[src/rtl/mc_ctrl_fsm.sv]
// Multi-cycle control sequencer: FETCH->ID->EX->[MEM]->[WB] with stall, memory
// ready/timeout handshake, halt state and a retired-instruction counter.
module mc_ctrl_fsm #(
  parameter int RETIRE_W    = 32,
  parameter int MEM_TIMEOUT = 16,
  localparam int TO_W       = $clog2(MEM_TIMEOUT + 1)
) (
  input  logic                clk,
  input  logic                rst,
  input  logic [6:0]          alusel,
  input  logic                stall_i,
  input  logic                mem_ready_i,
  input  logic                halt_req_i,
  output logic                pc_en,
  output logic                id_en,
  output logic                ex_en,
  output logic                mem_en,
  output logic                wb_en,
  output logic                jump_en,
  output logic                imm_en,
  output logic                expc_en,
  output logic                l_or_s,
  output logic [1:0]          wb_ctrl,
  output logic [2:0]          state_o,
  output logic                busy_o,
  output logic                mem_timeout_o,
  output logic [RETIRE_W-1:0] retired_o
);

  typedef enum logic [2:0] {
    S_FETCH = 3'd0,
    S_ID    = 3'd1,
    S_EX    = 3'd2,
    S_MEM   = 3'd3,
    S_WB    = 3'd4,
    S_HALT  = 3'd5
  } state_t;

  state_t              state_q, state_d;
  logic                jump_q, jump_d;
  logic                imm_q, imm_d;
  logic                expc_q, expc_d;
  logic                l_or_s_q, l_or_s_d;
  logic [1:0]          wb_ctrl_q, wb_ctrl_d;
  logic [TO_W-1:0]     cnt_q, cnt_d;
  logic                timeout_q, timeout_d;
  logic [RETIRE_W-1:0] retired_q, retired_d;
  logic                retire;

  always_comb begin
    state_d   = state_q;
    jump_d    = jump_q;
    imm_d     = imm_q;
    expc_d    = expc_q;
    l_or_s_d  = l_or_s_q;
    wb_ctrl_d = wb_ctrl_q;
    cnt_d     = cnt_q;
    timeout_d = timeout_q;
    retire    = 1'b0;
    // A stalled cycle freezes every piece of sequencer state.
    if (!stall_i) begin
      case (state_q)
        S_FETCH: begin
          if (halt_req_i) begin
            state_d = S_HALT;
          end else begin
            state_d = S_ID;
            jump_d  = alusel[6];
          end
        end
        S_ID: state_d = S_EX;
        S_EX: begin
          imm_d  = alusel[5];
          expc_d = (alusel[2:1] == 2'b01);
          if (!alusel[0]) begin
            state_d = S_FETCH;
            retire  = 1'b1;
          end else if (alusel[3]) begin
            state_d  = S_MEM;
            l_or_s_d = alusel[4];
            cnt_d    = '0;
          end else begin
            state_d   = S_WB;
            wb_ctrl_d = alusel[2:1];
          end
        end
        S_MEM: begin
          // Ready on the final permitted cycle still completes the access.
          if (mem_ready_i) begin
            if (alusel[4]) begin
              state_d = S_FETCH;
              retire  = 1'b1;
            end else begin
              state_d   = S_WB;
              wb_ctrl_d = alusel[2:1];
            end
          end else if (cnt_q == TO_W'(MEM_TIMEOUT - 1)) begin
            state_d   = S_HALT;
            timeout_d = 1'b1;
          end else begin
            cnt_d = cnt_q + TO_W'(1);
          end
        end
        S_WB: begin
          state_d = S_FETCH;
          retire  = 1'b1;
        end
        S_HALT: begin
          if (!halt_req_i && !timeout_q) state_d = S_FETCH;
        end
        default: state_d = S_FETCH;
      endcase
    end
    retired_d = retire ? retired_q + RETIRE_W'(1) : retired_q;
  end

  always_ff @(posedge clk) begin
    if (rst) begin
      state_q   <= S_FETCH;
      jump_q    <= 1'b0;
      imm_q     <= 1'b0;
      expc_q    <= 1'b0;
      l_or_s_q  <= 1'b0;
      wb_ctrl_q <= 2'b00;
      cnt_q     <= '0;
      timeout_q <= 1'b0;
      retired_q <= '0;
    end else begin
      state_q   <= state_d;
      jump_q    <= jump_d;
      imm_q     <= imm_d;
      expc_q    <= expc_d;
      l_or_s_q  <= l_or_s_d;
      wb_ctrl_q <= wb_ctrl_d;
      cnt_q     <= cnt_d;
      timeout_q <= timeout_d;
      retired_q <= retired_d;
    end
  end

  // A pending halt suppresses the fetch enable in the cycle it is taken.
  assign pc_en  = (state_q == S_FETCH) && !stall_i && !halt_req_i;
  assign id_en  = (state_q == S_ID)    && !stall_i;
  assign ex_en  = (state_q == S_EX)    && !stall_i;
  assign mem_en = (state_q == S_MEM)   && !stall_i;
  assign wb_en  = (state_q == S_WB)    && !stall_i;

  assign jump_en       = jump_q;
  assign imm_en        = imm_q;
  assign expc_en       = expc_q;
  assign l_or_s        = l_or_s_q;
  assign wb_ctrl       = wb_ctrl_q;
  assign state_o       = state_q;
  assign busy_o        = (state_q != S_HALT);
  assign mem_timeout_o = timeout_q;
  assign retired_o     = retired_q;

endmodule

[config.mk]
export PLATFORM = sky130hd
export DESIGN_NAME = mc_ctrl_fsm
export DESIGN_NICKNAME = d
export VERILOG_FILES = /design/src/rtl/mc_ctrl_fsm.sv
export SDC_FILE = /design/constraint.sdc
export NUM_CORES = 1
export LEC_CHECK = 0
export CAP_MARGIN = 10
export CORE_MARGIN = 4
export CORE_UTILIZATION = 45
export CTS_CLUSTER_SIZE = 8
export DETAILED_ROUTE_END_ITERATION = 8
export PLACE_DENSITY_LB_ADDON = 0.08
export SETUP_SLACK_MARGIN = 0.1
export SLEW_MARGIN = 10
export SYNTH_ARGS = -nofsm -noshare
export SYNTH_HDL_FRONTEND = slang
export SYNTH_SLANG_ARGS = --single-unit
[constraint.sdc]
create_clock -name clk -period 1.9 [get_ports clk]
set_input_delay 0.475 -clock clk [delete_from_list [all_inputs] [get_ports clk]]
set_output_delay 0.475 -clock clk [all_outputs]
set_load 0.02 [all_outputs]
-- After elaboration in Yosys (flattened, before gate mapping)
Cells that the tools add are included.
- word-level logic and storage cells: 73
- input bits: 12
- bits in registers: 47
- output and inout port bits: 48
- reductions and logical operators: 19
- add/subtract/negate cells: 2
- eq/ne operators: 17
- multiplexer cells: 23
- bitwise operators: 3
- operator list (kind ; count):
    $add A32 B1 Y32 const B ; 1
    $mux W3 ; 7
    $mux W5 ; 4
    $ne A2 B2 Y1 const B ; 8
    $pmux W3 S5 ; 1
    $reduce_and A6 Y1 ; 2
    $pmux W5 S2 ; 1
    $mux W2 ; 4
    $reduce_and A4 Y1 ; 2
    $logic_and A1 B1 Y1 ; 7
    $eq A3 B2 Y1 const B ; 2
    $eq A3 B3 Y1 const B ; 2
    $ne A3 B3 Y1 const B ; 2
    $reduce_and A3 Y1 ; 2
    $add A5 B1 Y5 const B ; 1
    $eq A5 B4 Y1 const B ; 1
    $mux W1 ; 4
    $pmux W2 S2 ; 1
    $eq A3 B1 Y1 const B ; 1
    $logic_not A1 Y1 ; 3
    $logic_not A3 Y1 ; 1
    $not A1 Y1 ; 3
    $pmux W1 S3 ; 1
    $eq A2 B1 Y1 const B ; 1
    other kinds (2) ; 2

-- Longest topological paths before layout
Gate-level depths: netlist of run 1.
- depth in word-level cells: 4
- gate-level depth with buffers: 8
- gate-level depth less buffers: 8

-- Least setup slack after synthesis of run 1
OpenSTA, ideal clock, no wires.
- kind: register -> register
- start point: reg retired_q[0] (netlist: retired_o[0])
- end point: reg retired_q[26] (netlist: retired_o[26])
- path slack: -170 ps
- library setup time: 70 ps
- data required time: 1830 ps
- data arrival time: 1999 ps
- buffers on the path: 0
- cell stages (with the launch flop): 7
- period minus slack after synthesis: 2070 ps
- cells stage by stage: dfxtp_1 > ha_1 > and2_1 > nand4_4 > a2111oi_4 > or3b_1 > a21oi_1
- longest elaborated chain between the ends: 1
- ends and longest elaborated chain (item ; line ; text):
    start: declaration ; 47 ; logic [RETIRE_W-1:0] retired_q, retired_d;
    start signal: assignment ; 137 ; retired_q <= retired_d;
    $add A32 B1 Y32 ; 114 ; retired_d = retire ? retired_q + RETIRE_W'(1) : retired_q;
No other way between the ends.
A chain may end at the register's enable or synchronous reset.

-- Worst setup path in the final report of run 1
- start point: reg cnt_q[1]
- end point: reg cnt_q[2]
- longest elaborated chain between the ends: 4
- elaborated cells between the ends (all ways): 7
- those cells by class: add/sub (1); eq/ne (2); mux (3); reduce/logical (1)
- ends and longest elaborated chain (item ; line ; text):
    start: declaration ; 45 ; logic [TO_W-1:0] cnt_q, cnt_d;
    start signal: assignment ; 135 ; cnt_q <= cnt_d;
    $add A5 B1 Y5 ; 101 ; cnt_d = cnt_q + TO_W'(1);
    $mux W5 ; 97 ; end else if (cnt_q == TO_W'(MEM_TIMEOUT - 1)) begin
    $mux W5 ; 89 ; if (mem_ready_i) begin
    $pmux W5 S2 ; 62 ; case (state_q)
Several ways; a longest one is shown, not always the timed one. The select of a mux whose other input is x is not followed.

==> results_dict.tcl, run 1 <==
set metrics [dict create \
    status "complete, but fails checks" \
    failed_checks "setup timing" \
    rr_worst_depth 7 \
    synth_compound_area_share_pct 20.41 \
    worstReg2RegEnd "cnt_q[2]$_SDFFE_PP0P_" \
    p_sw_share_pct 25.98 \
    syn_area_um2 2514 \
    layout.cells.non_filler 474 \
    total_power_mw 1.973 \
    yosys-top-cells-area "dfxtp_1 37%, nor2_1 6.6%, xnor2_1 4.2%, xor2_1 4.2%, a2111oi_2 3.6%" \
    clk_pin_slew_worst_paths_ns 0.08 \
    final_nets 418 \
    yosys.area_share.simple_pct 25.24 \
    synth-seq-cells 47 \
    synth_flop_cell "dfxtp_1" \
    hold_viol_final 0 \
    synthCells 291 \
    synth-async-reset-ratio_pct 0 \
    p_int_mw 1.460 \
    r2r-start "cnt_q[1]$_SDFFE_PP0P_" \
    synthTopCellsByCount "47 x dfxtp_1, 44 x nor2_1, 16 x a21oi_1" \
    cts_htree_levels 2 \
    synth-edff-count 0 \
    core_area_um2 5270 \
    setup-violations-final 2 \
    drc 0 \
    first_global_vias 2441 \
    path_class "flip-flop to flip-flop" \
    finalWeightedCongestion 0.8510 \
    post_synth_mux_area_share_pct 2.439 \
    grt_overflow_total 0 \
    endpoint_kind "flip-flop" \
    drtIter0Drc 106 \
    top_layer "met4" \
    die_x_um 82.74 \
    r2r_slack_ns -0.05 \
    dieHeight_um 82.74 \
    synthAdderAreaFrac_pct 1.493 \
    dpl_cell_area_um2 3642 \
    cts_root_buffer "clkbuf_8" \
    seq_area_frac_synth_pct 37.43 \
    rows 26 \
    min_period_ns 1.951 \
    cts_sinks 47 \
    holdWs_ns 0.4853 \
    cts_buffers 5 \
    pre_cts_ws_ns -0.6932 \
    report.final.slew_viol_count 0 \
    synth_xor_xnor_area_share_pct 8.362 \
    cts_tree "done" \
    wl_met3_um 265 \
    finalInstanceArea_um2 4078 \
    dieArea_um2 6846 \
    placedCellCount 458 \
    m1WireLength_um 3402 \
    synth_cell_type_count 51 \
    ant_nets 0 \
    fin_skew_ns 0.007519 \
    clock_power_share_pct 33.7 \
    start_util_pct 47.70 \
    maxSlewHeadroom_pct 73.48 \
    syn_avg_cell_area_um2 8.638 \
    vias_per_cell 5.386 \
    sequentialPowerShare_pct 50.7 \
    firstDrtPassIters 4 \
    setup_slack_ns -0.05054 \
    synth_most_common_cell "dfxtp_1" \
    clkLatencyLatePin_ns 0.29 \
    ir_drop_mv 0.3742 \
    whs_path_depth 2 \
    cap_violations 0 \
    area_growth_pct 62.22 \
    cp_data_arrival_time_ns 2.18 \
    rsz0062_at_grt "yes" \
    yosys.area.top_type "dfxtp_1" \
    vias 2553 \
    power.density_nw_per_um2 483.8 \
    detailed_place_hpwl_um 4956 \
    grt_use_total_pct 20.96 \
    fmax_mhz 512.7 \
    portBuffers 59 \
    ios 60 \
    crit_path_start_kind "flip-flop" \
    hold_buffers 0 \
    clockBufferDepth 2 \
    grt_max_degree 25 \
    synth_top_family_by_area "simple AND/OR/NAND/NOR gates" \
    antenna_found_initial 0 \
    hp-class "flip-flop to flip-flop" \
    drt_wl_total_um 7420 \
    yosys.area.top_type_share_pct 37.43 \
    min_to "imm_en$_SDFFE_PP0P_" \
    p_leak_nw 1.775 \
    fin_crit_sh_pct 102.7 \
    ys_warn_count 0 \
    routedWlPerCell_um 15.65 \
    hp-start "imm_en$_SDFFE_PP0P_" \
    dr_wl_met2_um 3705 \
    syn_nets 306 \
    switchingPower_uw 512.5 \
    drive_gt1_share_pct 35.40 \
    worst_slew_pin_slew_ns 0.3968 \
    num_antenna_cells 0 \
    critical_path_peak_fanout 3 \
    grt_pass1_wl_um 11210 \
    power.share.combinational_pct 15.6 \
    n_fill_cell 389 \
    critPathRequiredTime_ns 2.13 \
]
[through the flow]
| step | util [%] | setup TNS, ns |
|---|---|---|
| 2_1_floorplan | - | -0.01116 |
| 3_3_place_gp | 69.11 | -14.63 |
| 3_5_place_dp | 69.11 | -15.25 |
| 4_1_cts | 72.06 | -0.1138 |
| 5_1_grt | 77.37 | -0.1903 |
| 6_report | 77.37 | -0.08519 |
[worst max-delay path: stages (launching register included)]
cell and delay, ns:
dfxtp_2 0.34, ha_4 0.15, and3_4 0.17, ha_4 0.15
or3b_1 0.36, or2_4 0.25, or3b_1 0.35, a21oi_1 0.12
[layout make-up]
| cell class | instances | area, µm² | area share [%] |
|---|---|---|---|
| Clock buffer | 8 | 100.1 | 2.455 |
| Sequential cell | 47 | 972.2 | 23.84 |
| Inverter | 9 | 36.28 | 0.8898 |
| Timing Repair Buffer | 123 | 1085 | 26.60 |
| Multi-Input combinational cell | 217 | 1797 | 44.06 |
| Tap cell | 70 | 87.58 | 2.148 |
[cell usage in the layout (no fill, tap or decap), types with 4 or more instances in the layout]
cell type	Yosys	final
buf_4	2	61
dfxtp_4	0	6
inv_1	8	8
clkbuf_8	0	7
clkdlybuf4s50_1	0	16
xnor2_1	12	12
dfxtp_2	0	7
dlygate4sd2_1	0	24
nand2_1	15	14
buf_6	0	5
and3_4	0	4
a21oi_1	16	13
nor2_1	44	39
xor2_1	12	12
o31ai_1	4	4
o211ai_1	4	4
a2111oi_4	1	7
nand3b_1	4	4
o21ai_0	8	8
o2111ai_1	8	5
dlymetal6s2s_1	0	12
and2_1	6	4
and4_4	0	4
dfxtp_1	47	34
mux2i_1	5	5
nand3_1	14	13
nor2_4	0	4
[routing by layer]
metal / up-vias / track usage (%)
met2: 49 / 35.02
li1: 1275 / -
met1: 1225 / 27.80
met4: 0 / 4.902
met3: 4 / 4.121
met5: - / 0
[state kept, by name, indices dropped and copies added (netlist names)]
name / count
cnt_q: 5
expc_en: 1
imm_en: 1
jump_en: 1
l_or_s: 1
mem_timeout_o: 1
retired_o: 32
state_o: 3
wb_ctrl: 2
[what timing repair did]
item,CTS,global route
pin swaps,13,24
endpoints found under the setup margin,65,36
buffers inserted,4,4
resized for setup,68,62
[how the worst max path moves through the flow]
stage	start	to	slack (ns)
after detailed placement	stall_i	ex_en	-0.69
after CTS	cnt_q[1]$_SDFFE_PP0P_	cnt_q[3]$_SDFFE_PP0P_	-0.06
after floorplan	cnt_q[1]$_SDFFE_PP0P_	cnt_q[2]$_SDFFE_PP0P_	-0.01
after global placement	stall_i	ex_en	-0.66
final	cnt_q[1]$_SDFFE_PP0P_	cnt_q[2]$_SDFFE_PP0P_	-0.05
after global routing	cnt_q[1]$_SDFFE_PP0P_	cnt_q[3]$_SDFFE_PP0P_	-0.09
[power groups by stage]
stage	combinational, mW	clock, mW	sequential [mW]
detailed placement	0.264	0	1.03
finish	0.309	0.664	1.00
CTS	0.264	0.677	1.00
global placement	0.261	0	1.02
floorplan	0.124	0	1.03
global route	0.329	0.707	1.00
[cell families (layout without fill, tap and decap cells)]
kind of cell,after synthesis,count (layout)
buf+inv,27,140
flops,47,47
fa+ha+maj,3,3
xor+xnor,24,24
mux,6,6
compound gates,65,65
simple gates,119,119
Power figures use the tool's default switching activity.
==> run 2, diff against run 1 <==
--- a/config.mk
+++ b/config.mk
@@ -14,2 +14,3 @@
 export SETUP_SLACK_MARGIN = 0.1
+export SKIP_LAST_GASP = 1
 export SLEW_MARGIN = 10
--- a/constraint.sdc
+++ b/constraint.sdc
@@ -3,2 +3,2 @@
 set_output_delay 0.475 -clock clk [all_outputs]
-set_load 0.02 [all_outputs]
+set_load 0.1 [all_outputs]
==> run 2 against run 1 <==
Compared with the run above: the run still ends with setup timing left; register-to-register slack worse by 0.06 ns; via count up 20%; cell area up 15%; maximum frequency down 3.1%; total power up 3.7%; critical path depth unchanged; routed wire length up 44%; worst setup slack worse by 0.062 ns; clock-buffer cell count down 3; combinational power up 52%; sequential cell count unchanged.
==> results_dict.tcl, run 2 (same netlist as run 1, synthesis figures left out) <==
set metrics [dict create \
    crit_slowest_cell "or3b_4" \
    cts_root_buffer "clkbuf_8" \
    switchingPower_uw 653.8 \
    cp_num_buf_inv 0 \
    grt_pass1_wl_um 13700 \
    ios 60 \
    fin_skew_ns 0.008051 \
    grt_max_degree 23 \
    cts_htree_levels 2 \
    sequentialPowerShare_pct 47.6 \
    n_fill_cell 202 \
    drtIter0Drc 320 \
    endpoint_kind "flip-flop" \
    whs_path_depth 2 \
    core_area_um2 5270 \
    fmax_mhz 496.8 \
    detailed_place_hpwl_um 5391 \
    fin_crit_sh_pct 105.9 \
    cts_tree "done" \
    failed_checks "setup timing" \
    start_util_pct 47.70 \
    layout_commonest_cell "buf_4" \
    cp_common_cell "ha_4" \
    hp-class "flip-flop to flip-flop" \
    ir_drop_mv 0.3716 \
    critPathTopFamily "simple AND/OR/NAND/NOR gates" \
    rr_worst_depth 7 \
    cts_buffers 5 \
    clock_power_share_pct 29.4 \
    p_leak_nw 1.652 \
    path_class "flip-flop to flip-flop" \
    layout_common_cells "55 x buf_4, 48 x buf_12, 40 x nor2_1" \
    setup-violations-final 8 \
    vias_per_cell 6.478 \
    finalInstanceArea_um2 4707 \
    dieArea_um2 6846 \
    power.share.combinational_pct 22.9 \
    final_nets 416 \
    multi_input_area_um2 1868 \
    area_growth_pct 87.26 \
    antenna_found_initial 1 \
    routedWlPerCell_um 22.62 \
    finalWeightedCongestion 0.8734 \
    cp_cell_sequence "ha_4 > and3_4 > ha_4 > or3b_4 > or2_4 > or3_1 > a21oi_1" \
    seq_area_um2 1060 \
    maxSlewHeadroom_pct 71.92 \
    grt_use_total_pct 26.23 \
    min_period_ns 2.013 \
    cp_data_arrival_time_ns 2.25 \
    first_global_vias 2781 \
    die_x_um 82.74 \
    critPathMaxStageDelay_ns 0.37 \
    critical_path_peak_fanout 3 \
    cts_sinks 47 \
    ant_nets 0 \
    p_int_mw 1.391 \
    vias 3064 \
    portBuffers 59 \
    pre_cts_ws_ns -0.5210 \
    clockBufferDepth 2 \
    clk_pin_slew_worst_paths_ns 0.09 \
    worstSetupPathDepth 7 \
    largest_reg_flops 32 \
    drc 0 \
    status "complete, but fails checks" \
    holdWs_ns 0.5355 \
    rows 26 \
    clkLatencyLatePin_ns 0.31 \
    hold_viol_final 0 \
    cap_violations 0 \
    dieHeight_um 82.74 \
    drt_wl_total_um 10700 \
    p_sw_share_pct 31.97 \
    drive_gt1_share_pct 53.48 \
    power.density_nw_per_um2 434.5 \
    firstDrtPassIters 5 \
    critPathRequiredTime_ns 2.14 \
    report.final.slew_viol_count 0 \
    crit_path_start_kind "flip-flop" \
    worst_slew_pin_slew_ns 0.4192 \
    grt_overflow_total 0 \
    rsz0062_at_grt "yes" \
    dpl_cell_area_um2 4110 \
    setup_slack_ns -0.1128 \
]
[run 2: cell types whose count changed in the layout (fill, tap and decap cells not counted), moves of 6 or more]
| cell | before | now |
|---|---|---|
| buf_12 | 1 | 48 |
| dfxtp_4 | 6 | 30 |
| dlygate4sd2_1 | 24 | 4 |
| buf_4 | 61 | 55 |
| dlymetal6s2s_1 | 12 | 0 |
| dfxtp_1 | 34 | 12 |
| clkdlybuf4s50_1 | 16 | 6 |
[run 2: power by group through the flow]
stage	registers, mW	clock network [mW]	logic, mW
floorplan	1.05	0	0.169
global placement	0.998	0	0.352
detailed placement	0.999	0	0.357
CTS	0.971	0.612	0.404
global route	0.975	0.651	0.482
finish	0.974	0.602	0.469
[run 2: routing by layer]
metal | global-route usage (%) | up-vias | wire (µm)
met1 | 31.79 | 1472 | 3849
met2 | 45.99 | 249 | 5253
li1 | - | 1276 | -
met5 | 0 | - | 0
met3 | 4.121 | 67 | 979
met4 | 10.62 | 0 | 616
[run 2: layout make-up]
class                   instances  share of cell area, %
diodes                          1                0.05316
multi-input cells             217                  39.69
clock buffers                   5                  1.462
flip-flops and latches         47                  22.51
well taps                      70                  1.861
clock inverters                 3                 0.3190
inverters                       9                 0.9038
repair buffers                121                  33.20
[run 2: through the flow]
step | cells | utilization (%) | TNS, ns | power [mW]
3_5_place_dp | 439 | 77.99 | -15.35 | 1.355
2_1_floorplan | 291 | - | -2.891 | 1.215
5_1_grt | 473 | 89.32 | -0.9119 | 2.109
3_3_place_gp | 439 | 77.99 | -13.17 | 1.350
4_1_cts | 463 | 83.71 | -0.1525 | 1.987
6_report | 473 | 89.32 | -0.3777 | 2.045
[run 2: path summary, 6_finish.rpt]
path,from,slack [ns],to
setup / recovery,cnt_q[1]$_SDFFE_PP0P_,-0.11,cnt_q[3]$_SDFFE_PP0P_
hold / removal,expc_en$_SDFFE_PP0P_,0.54,expc_en$_SDFFE_PP0P_
setup reg to reg,cnt_q[1]$_SDFFE_PP0P_,-0.11,cnt_q[3]$_SDFFE_PP0P_
hold reg to reg,expc_en$_SDFFE_PP0P_,0.54,expc_en$_SDFFE_PP0P_
[run 2: what timing repair did]
item / CTS / global route
endpoints found under the setup margin: 42 / 41
pin swaps: 14 / 28
resized for setup: 30 / 46
buffers inserted: 16 / 9
hold buffers: 0 / 0
[run 2: worst reg2reg max path, cell delays in order (launching register included)]
cell	delay [ns]
dfxtp_2	0.34
ha_4	0.16
and3_4	0.17
ha_4	0.16
or3b_4	0.37
or2_4	0.26
or3_1	0.32
a21oi_1	0.16
==> run 3, diff against run 2 <==
PLACE_DENSITY = 0.76   (was not set)
PLACE_DENSITY_LB_ADDON = not set   (was 0.08)
==> run 3 against run 2 <==
Compared with the run above: the flow still finishes with violations (setup timing); clock power is 7.1% higher; routed wire length increased by 24%; global-route usage grew 1.7 points; sequential power hardly changed; clock-buffer cell count up 1; worst setup slack worse by 0.35 ns; combinational power rose by 15%; die area is the same; final cell count rose by 4.4%; sequential cell count unchanged; highest routed layer unchanged.
==> results_dict.tcl, run 3 (same netlist as run 1, synthesis figures left out) <==
set metrics [dict create \
    hold_buffers 0 \
    detailed_place_hpwl_um 5603 \
    total_power_mw 2.155 \
    drive_gt1_share_pct 53.77 \
    setup_slack_ns -0.4676 \
    status "complete, but fails checks" \
    cts_htree_levels 2 \
    p_int_mw 1.434 \
    rows 26 \
    report.final.slew_viol_count 0 \
    dpl_cell_area_um2 4130 \
    failed_checks "setup timing" \
    routedWlPerCell_um 26.94 \
    fmax_mhz 422.4 \
    core_area_um2 5270 \
    fin_skew_ns 0.02282 \
    utilization_pct 93.09 \
    worst_slew_pin_slew_ns 0.6681 \
    clock_power_share_pct 29.9 \
    hold_viol_final 0 \
    p_leak_nw 1.793 \
    layout_commonest_cell "buf_4" \
    fin_crit_sh_pct 124.6 \
    rr_worst_depth 7 \
    ir_drop_mv 0.4525 \
    drtIter0Drc 553 \
    endpoint_kind "flip-flop" \
    cts_buffers 5 \
    n_fill_cell 152 \
    grt_pass1_wl_um 14360 \
    whs_path_depth 2 \
    cts_tree "done" \
    grt_use_total_pct 27.97 \
    die_x_um 82.74 \
    r2r_slack_ns -0.47 \
    critical_path_peak_fanout 3 \
    crit_path_start_kind "flip-flop" \
    rsz0062_at_grt "yes" \
    fin_setup_tns_ns -1.697 \
    final_nets 438 \
    power.density_nw_per_um2 439.2 \
    min_to "retired_o[18]$_SDFFE_PP0P_" \
    grt_max_degree 41 \
    clockBufferDepth 2 \
    num_antenna_cells 0 \
    antenna_found_initial 0 \
    cap_violations 0 \
    path_class "flip-flop to flip-flop" \
    maxSlewHeadroom_pct 54.99 \
    vias 3297 \
    drt_wl_total_um 13310 \
    finalWeightedCongestion 0.8680 \
    power.share.combinational_pct 24.9 \
    switchingPower_uw 720.9 \
    p_sw_share_pct 33.46 \
    largest_reg_flops 32 \
    dieHeight_um 82.74 \
    setup-violations-final 15 \
    cts_root_buffer "clkbuf_8" \
    vias_per_cell 6.674 \
    start_util_pct 47.70 \
    critPathRequiredTime_ns 2.06 \
    r2r-start "cnt_q[1]$_SDFFE_PP0P_" \
    drc 0 \
    clkLatencyLatePin_ns 0.33 \
    dieArea_um2 6846 \
    ant_nets 0 \
    cp_data_arrival_time_ns 2.53 \
    finalInstanceArea_um2 4906 \
    worstReg2RegEnd "cnt_q[3]$_SDFFE_PP0P_" \
    hp-start "retired_o[18]$_SDFFE_PP0P_" \
    cts_sinks 47 \
    first_global_vias 2814 \
    hp-class "flip-flop to flip-flop" \
    firstDrtPassIters 6 \
    ios 60 \
    layout_common_cells "65 x buf_4, 50 x buf_12, 39 x nor2_1" \
    portBuffers 59 \
    pre_cts_ws_ns -0.5036 \
    grt_overflow_total 0 \
    area_growth_pct 95.17 \
    sequentialPowerShare_pct 45.1 \
    clk_pin_slew_worst_paths_ns 0.11 \
    min_period_ns 2.368 \
]
run 3: layout make-up:
cell class	count	area [µm²]	area share [%]
clock inverter	2	12.51	0.2550
sequential	47	1060	21.60
tap	70	87.58	1.785
clock buffer	6	72.57	1.479
inverter	9	42.54	0.8671
multi-input combinational	217	1843	37.57
timing repair buffer	143	1788	36.44
run 3: how the worst max path moves through the flow:
stage / slack [ns] / cells past startpoint / start / end
finish: -0.47 / 7 / cnt_q[1]$_SDFFE_PP0P_ / cnt_q[3]$_SDFFE_PP0P_
global route: -0.61 / 7 / cnt_q[1]$_SDFFE_PP0P_ / cnt_q[3]$_SDFFE_PP0P_
CTS: -0.08 / 7 / cnt_q[1]$_SDFFE_PP0P_ / cnt_q[3]$_SDFFE_PP0P_
detailed placement: -0.50 / 6 / mem_ready_i / retired_o[26]$_SDFFE_PP0P_
global placement: -0.44 / 6 / mem_ready_i / retired_o[26]$_SDFFE_PP0P_
floorplan: -0.51 / 6 / state_o[0]$_SDFFE_PP0P_ / state_o[2]$_SDFFE_PP0P_
run 3: through the flow:
stage / std cells / hold WS (ns)
final: 494 / 0.5492
after global routing: 494 / 0.5569
after CTS: 465 / 0.4971
after detailed placement: 440 / 0.4778
after global placement: 440 / 0.4679
after floorplan: 291 / 0.4570
run 3: timing repair:
| item | CTS | global route |
|---|---|---|
| endpoints found under the setup margin | 40 | 31 |
| resized for setup | 36 | 41 |
| pin swaps | 13 | 26 |
| buffers inserted | 17 | 29 |
run 3: per-layer routing:
metal,wire (µm),up-vias,global-route usage [%]
met5,0,-,0
met4,1160,0,12.09
li1,-,1317,-
met1,4514,1510,33.58
met2,6174,348,48.64
met3,1459,122,4.989
run 3: power by group through the flow:
stage	Combinational, mW	Clock [mW]	Sequential (mW)
global route	0.546	0.676	0.972
CTS	0.418	0.629	0.975
floorplan	0.169	0	1.05
detailed placement	0.362	0	0.998
global placement	0.355	0	0.997
finish	0.538	0.645	0.972
run 3: critical path, stage by stage (launching register included):
cell and delay (ns):
dfxtp_2 0.36, ha_4 0.16, and3_4 0.17, ha_4 0.16, or3b_1 0.40, a21o_1 0.23, o21ai_0 0.57, a21oi_2 0.15
